==> config.mk <==
export PLATFORM = sky130hd
export DESIGN_NAME = ram_port_arbiter
export DESIGN_NICKNAME = d
export VERILOG_FILES = /design/src/rtl/ram_arb_pkg.sv /design/src/rtl/ram_port_arbiter_rr_arb2.sv /design/src/rtl/ram_port_arbiter.sv
export SDC_FILE = /design/constraint.sdc
export NUM_CORES = 1
export LEC_CHECK = 0
export CAP_MARGIN = 30
export CORE_MARGIN = 2
export CORE_UTILIZATION = 45
export CTS_CLUSTER_SIZE = 16
export DETAILED_ROUTE_END_ITERATION = 8
export DONT_BUFFER_PORTS = 1
export PLACE_DENSITY = 0.57
export SLEW_MARGIN = 20
export SYNTH_ARGS = -nofsm -noshare
export SYNTH_HDL_FRONTEND = slang
export SYNTH_SLANG_ARGS = --single-unit
==> constraint.sdc <==
create_clock -name clk -period 1.8 [get_ports clk]
set_input_delay 0.36 -clock clk [delete_from_list [all_inputs] [get_ports clk]]
set_output_delay 0.36 -clock clk [all_outputs]
set_load 0.1 [all_outputs]
==> src/rtl/ram_arb_pkg.sv <==
// Shared types and defaults for the two-client RAM port arbiter.
package ram_arb_pkg;

   localparam int ARB_ADDR_W = 10;
   localparam int ARB_DATA_W = 8;

   typedef enum logic [1:0] {
      IDLE   = 2'd0,
      ISSUE  = 2'd1,
      RDWAIT = 2'd2
   } state_t;

   // Command fields are sized by the package defaults; the top must be built with matching widths.
   typedef struct packed {
      logic                  we;
      logic [ARB_ADDR_W-1:0] addr;
      logic [ARB_DATA_W-1:0] wdata;
      logic                  owner;
   } cmd_t;

   function automatic logic [1:0] onehot2(input logic idx);
      return idx ? 2'b10 : 2'b01;
   endfunction

endpackage

==> src/rtl/ram_port_arbiter_rr_arb2.sv <==
// Two-way round-robin pick: a lone request wins, a tie goes to the client not granted last.
module rr_arb2
   import ram_arb_pkg::*;
(
   input  logic [1:0] i_req,
   input  logic       i_last_gnt,
   output logic [1:0] o_gnt
);

   always_comb begin
      o_gnt = i_req;
      if (i_req == 2'b11) begin
         o_gnt = onehot2(~i_last_gnt);
      end
   end

endmodule

==> src/rtl/ram_port_arbiter.sv <==
// Arbitrates two valid/ready clients onto a single-port registered-read RAM,
// one access at a time, returning read data with a per-client strobe.
module ram_port_arbiter
   import ram_arb_pkg::*;
#(
   parameter int ADDR_W = ARB_ADDR_W,
   parameter int DATA_W = ARB_DATA_W
) (
   input  logic              clk,
   input  logic              rst,
   input  logic [1:0]        req_valid,
   input  logic [1:0]        req_we,
   input  logic [ADDR_W-1:0] req_addr0,
   input  logic [ADDR_W-1:0] req_addr1,
   input  logic [DATA_W-1:0] req_wdata0,
   input  logic [DATA_W-1:0] req_wdata1,
   output logic [1:0]        req_ready,
   output logic [1:0]        rsp_valid,
   output logic [DATA_W-1:0] rsp_rdata,
   output logic              busy,
   output logic              ram_we,
   output logic [ADDR_W-1:0] ram_addr,
   output logic [DATA_W-1:0] ram_wdata,
   input  logic [DATA_W-1:0] ram_rdata
);

   state_t     r_state;
   state_t     w_state_nxt;
   cmd_t       r_cmd;
   cmd_t       w_cmd_nxt;
   logic       r_last_gnt;
   logic [1:0] w_gnt;
   logic       w_owner;
   logic       w_accept;

   rr_arb2 u_rr_arb2 (
      .i_req      (req_valid),
      .i_last_gnt (r_last_gnt),
      .o_gnt      (w_gnt)
   );

   assign w_owner  = w_gnt[1];
   // Handshakes are suppressed while reset is sampled so nothing is accepted and then dropped.
   assign w_accept = (r_state == IDLE) && (w_gnt != 2'b00) && !rst;

   always_comb begin
      w_state_nxt = r_state;
      case (r_state)
         IDLE:    if (req_valid != 2'b00) w_state_nxt = ISSUE;
         ISSUE:   w_state_nxt = r_cmd.we ? IDLE : RDWAIT;
         RDWAIT:  w_state_nxt = IDLE;
         default: w_state_nxt = IDLE;
      endcase
   end

   always_comb begin
      w_cmd_nxt = r_cmd;
      if (w_accept) begin
         w_cmd_nxt.we    = req_we[w_owner];
         w_cmd_nxt.addr  = w_owner ? req_addr1 : req_addr0;
         w_cmd_nxt.wdata = w_owner ? req_wdata1 : req_wdata0;
         w_cmd_nxt.owner = w_owner;
      end
   end

   always_ff @(posedge clk) begin
      if (rst) begin
         r_state    <= IDLE;
         r_last_gnt <= 1'b1;
         r_cmd      <= '0;
      end else begin
         r_state <= w_state_nxt;
         r_cmd   <= w_cmd_nxt;
         if (w_accept) begin
            r_last_gnt <= w_owner;
         end
      end
   end

   // The command register doubles as the RAM address/data hold between accesses.
   always_comb begin
      req_ready = w_accept ? w_gnt : 2'b00;
      busy      = (r_state != IDLE);
      ram_we    = (r_state == ISSUE) && r_cmd.we && !rst;
      ram_addr  = r_cmd.addr;
      ram_wdata = r_cmd.wdata;
      rsp_valid = 2'b00;
      rsp_rdata = '0;
      if ((r_state == RDWAIT) && !rst) begin
         rsp_valid = onehot2(r_cmd.owner);
         rsp_rdata = ram_rdata;
      end
   end

endmodule
# Word-level counts from Yosys, hierarchy flattened
# Cells that the tools add are included.
dict set report totals {
  register_bits 23
  output_inout_bits 32
  elab_cells 34
}
dict set report classes {
  eq_ne 4
  n_lt_le_gt_ge 1
  mux 13
  n_reduce_logical 10
}
# operator n
set ops {}
lappend ops {{2-to-1 mux 8 bit} 2}
lappend ops {{2-to-1 mux 2 bit} 7}
lappend ops {{2-to-1 mux 10 bit} 1}
lappend ops {{nonzero test 2 bit} 3}
lappend ops {{logical AND 1 bit} 5}
lappend ops {{equality test 2 bit, second input constant} 2}
lappend ops {{case mux 2 bit (2 select lines)} 1}
lappend ops {{equality test 2 x 1 -> 1 bit, second input constant} 1}
lappend ops {{logical NOT 2 bit} 1}
lappend ops {{less-than comparator 1 x 2 -> 1 bit, second input constant} 1}
lappend ops {{2-to-1 mux 1 bit} 2}
lappend ops {{inequality test 2 x 1 -> 1 bit, second input constant} 1}
lappend ops {{logical NOT 1 bit} 1}

# Longest topological paths before layout
dict set report depth {
  word_depth 6
  depth_mapped 6
  ltp_nobuf 3
}

# By module
# From an unflattened synthesis, not the netlist that was laid out.
dict set report hier_totals {
  hier_cells 138
  area_unflattened_um2 1328.8
}
# module cells_each area_per_inst_um2 n_inst seq_area_each_um2
set modules_own_cells {}
lappend modules_own_cells {ram_port_arbiter 135 1310.0 1 460.4}
lappend modules_own_cells {rr_arb2 3 18.8 1 0.0}

# Worst setup path after synthesis
# No wires, ideal clock.
dict set report synth_path {
  path_type {input-to-output}
  from {input rst}
  to {output ram_we}
  n_path_buf 1
  cell_stages 2
  required_ns 1.440
  arrival_ns 3.422
  setup_slack_ns -1.982
  cell_sequence {buf_2 nor4bb_1}
}
dict set report synth_between {
  elab_chain_cells 2
}
# item line
set synth_rtl {}
lappend synth_rtl {{from (decl)} ram_port_arbiter.sv:10} ;# input logic rst,
lappend synth_rtl {{logical NOT 1 bit} ram_port_arbiter.sv:84} ;# ram_we = (r_state == ISSUE) && r_cmd.we && !rst;
lappend synth_rtl {{logical AND 1 bit} ram_port_arbiter.sv:84}
lappend synth_rtl {{to (decl)} ram_port_arbiter.sv:21} ;# output logic ram_we,
# Every way passes these cells.

# Final worst setup path
dict set report layout_path {
  from {register r_state[1]}
  to {output req_ready[0]}
}
dict set report layout_between {
  elab_chain_cells 4
}
# item line
set layout_rtl {}
lappend layout_rtl {{from (decl)} ram_port_arbiter.sv:27} ;# state_t r_state;
lappend layout_rtl {{from (signal assigned)} ram_port_arbiter.sv:72} ;# r_state <= w_state_nxt;
lappend layout_rtl {{logical NOT 2 bit} ram_port_arbiter.sv:44} ;# assign w_accept = (r_state == IDLE) && (w_gnt != 2'b00) && !rst;
lappend layout_rtl {{logical AND 1 bit (2 in series)} ram_port_arbiter.sv:44}
lappend layout_rtl {{2-to-1 mux 2 bit} ram_port_arbiter.sv:82} ;# req_ready = w_accept ? w_gnt : 2'b00;
lappend layout_rtl {{to (decl)} ram_port_arbiter.sv:17} ;# output logic [1:0] req_ready,
# Every way passes these cells.

==> summary.md <==
| Metric | Value |
|---|---|
| Status | finished, violations left |
| Failing checks | negative setup slack |
| Grt met1 use | 0.236 |
| PD cells | 832 nW/um^2 |
| Area grow syn2layout | 38.3% |
| Post-synth cell types | 26 |
| CP endpoint | req_ready[0] |
| Critical Path End Type | output port |
| Non-filler instance count after layout | 189 |
| Floorplan row count | 18 |
| Met3 usage | 0.0628 |
| Complex-gate fraction of the synthesized area | 0.193 |
| Detailed-placement wirelength estimate | 2360 um |
| # diodes | 0 |
| Antenna-violating nets left | 0 |
| Clock latency at the later pin of the worst-skew pair | 0.30 ns |
| Initial Util | 0.481 |
| Sw Share | 0.425 |
| VDD IR-drop max | 0.521 mV |
| Max Fclk | 552 MHz |
| Net Count, Synth | 189 |
| Post-synthesis sequential area ratio | 0.380 |
| Final WL | 3300 um |
| Most common cell after layout, fill and taps aside | buf_4 |
| Crit path cell chain | buf_6, nor3_4, and3_4, buf_12 |
| CTS tree | built |
| Die area | 3130 sq um |
| Final Max Slew Viols | 0 |
| Initial antenna violation count | 0 |
| Share of post-route cells with drive strength above 1 | 0.421 |
| Largest area contributor in the netlist | dfxtp_1 |
| WL per Instance | 17.5 um |
| Class of the worst hold path | in2reg |
| Critical Path Fanout Max | 5 |
| Sinks on Clock Net | 23 |
| Crit path kind | reg2out |
| Pre-antenna DRT Iters | 4 |
| Core footprint | 2520 sq um |
| Crit start category | flop |
| Main combinational cell family by area after synthesis | simple AND/OR/NAND/NOR gates |
| Top cells by area, synth | dfxtp_1 (38%), buf_4 (13%), a221o_1 (6.6%) |
| PortBufs | 0 |
| Final WS setup | -0.0124 ns |
| Vias after detailed routing | 1,138 |
| Total GRT Usage | 0.192 |
| I/O pin count | 82 |
| Synth Area in Adders | 0 |
| DRC | 0 |
| Simple-gate portion of the synthesized area | 0.253 |
| Worst Setup SP | r_state[1]$_SDFFE_PP0P_ |
| Clock Path Buffers | 2 |
| Die width | 55.9 um |
| CTS H-tree depth | 1 |
| Post-Synth XOR/XNOR Area | 0 |
| Post-synthesis mux area share | 0 |
| Flop pwr share | 0.409 |
| Die height | 55.9 um |
| Critical Path RT | 1.44 ns |
| Met2 Usage GRT | 0.335 |
| Clock power share | 0.169 |
| Largest stage delay on the critical path | 0.39 ns |
| R2r startpoint | r_state[1]$_SDFFE_PP0P_ |
| Commonest non-fill, non-tap cells in the layout | buf_4 (31), dfxtp_1 (21), buf_12 (12) |
| Unrepaired setup endpoints after global routing | yes |
| Yosys reg bits | 23 |
| Final setup viols | 1 |
| Reg2reg path depth | 7 |
| Critical path arrival | 1.45 ns |
| Clk_skew | 0.00524 ns |
| Most used routing layer | met2 |
| DR iter-0 viols | 28 |
| Root buf cell | clkbuf_4 |
| Cell internal pwr | 0.000801 W |
| Grt ovf | 0 |
| GPL Wtd Cong | 0.661 |
| Vias in the first global route | 1,016 |
| Period utilization | 1.01 |
| Share of the synthesized area in the top cell type | 0.380 |
| Slowest CP cell | dfxtp_4 |
| Pin count of the biggest net entering global routing | 19 |
| Synthesized area | 1210 sq um |
| Syn Inst Count | 139 |
| P_sw | 0.000593 W |
| Avg Cell Area, Syn | 8.72 sq um |
| Detail-routed via count per cell | 6.02 |
| Slew @ Worst Pin | 0.394 ns |
| MaxCap Viol Count | 0 |
| Nets | 210 |
| Worst R2R Setup Slack | 0.29 ns |
| Slew margin rel. | 0.737 |
| Fin crit period | 1.81 ns |
| Final hold vios | 0 |
| Leakage Power | 0.706 nW |
| Hold Crit Start | rst |
| TritonCTS Buffers | 3 |
| Placed insts | 177 |
| Clk pin slew, worst setup/hold paths | 0.12 ns |
| Logic pwr share | 0.422 |
| Yosys warns | 0 |
| Reg-to-Reg End | ram_wdata[4]$_SDFFE_PP0P_ |
| Total Power | 0.00139 W |
| First-pass GRT wire length | 4860 um |
-- sequential cells by signal (all words and copies together) (netlist names) --
signal / cells
ram_addr: 10
ram_wdata: 8
r_cmd: 2
r_state: 2
r_last_gnt: 1
-- power groups by stage --
stage          clock, W  combinational (W)  sequential [W]
6_report       0.000235           0.000589        0.000570
2_1_floorplan         0           0.000488        0.000583
3_5_place_dp          0           0.000552        0.000583
4_1_cts        0.000246           0.000559        0.000571
5_1_grt        0.000266           0.000610        0.000575
3_3_place_gp          0           0.000544        0.000582
-- area by class of cell --
class	count	area, sq um
multi-input combinational	84	609
inverter	1	3.75
sequential	23	468
timing repair buffer	47	532
tap	30	37.5
clock buffer	4	26.3
fill	206	846
-- per-stage QoR --
stage	hold WS (ns)	worst slack, ns	utilization	TNS, ns	instance area [sq um]
floorplan	0.426	-0.180	-	-1.32	1250
global route	0.0727	-0.0802	0.665	-0.405	1680
global placement	0.432	0.280	0.605	0	1530
CTS	0.0922	-0.0000183	0.623	-0.0000183	1570
finish	0.100	-0.0124	0.665	-0.0124	1680
detailed placement	0.434	0.249	0.605	0	1530
-- worst min-delay path by stage --
stage                                 to  slack (ns)  cells past startpoint
2_1_floorplan    r_state[1]$_SDFFE_PP0P_        0.43                      1
3_3_place_gp    ram_addr[2]$_SDFFE_PP0P_        0.43                      1
3_5_place_dp   ram_wdata[5]$_SDFFE_PP0P_        0.43                      1
4_1_cts        ram_wdata[5]$_SDFFE_PP0P_        0.09                      1
5_1_grt        ram_wdata[5]$_SDFFE_PP0P_        0.07                      1
6_report        ram_addr[8]$_SDFFE_PP0P_         0.1                      1
-- repair_timing --
action | 4_1_cts | 5_1_grt
cloned | 0 | 2
hold endpoints to repair | 0 | 0
buffers inserted | 2 | 4
hold buffers | 0 | 0
endpoints found under the setup margin | 12 | 11
gates resized for setup | 2 | 19
pin swaps | 1 | 9
-- cells in the mapped netlist, drive strengths merged --
master	number
o21ai	11
dfxtp	23
nor4bb	1
nor3	2
and2	10
buf	26
a31oi	11
a21o	1
nor4b	1
o21ba	1
nor3b	1
nand3	11
nor2b	1
a221o	8
nand4	11
and3	9
nor2	1
nand2b	1
or2	1
a21oi	1
inv	1
a21boi	1
clkbuf	5
-- metal layers --
metal	part of all wire	vias to the layer above
li1	-	541
met1	0.41	539
met2	0.52	56
met3	0.073	2
met4	0.0030	0
met5	0	-
-- cell families after synthesis --
logic type,count (synthesis)
AND/OR/NAND/NOR,50
flip-flops,23
AO/OA/AOI/OAI,34
buffers and inverters,32
-- worst max-delay path: cells and delay by family (launching register included) --
| family | cells | cell delay [ns] |
|---|---|---|
| simple gates | 2 | 0.46 |
| flops | 1 | 0.39 |
| buf+inv | 2 | 0.30 |
Power figures use the tool's default switching activity.
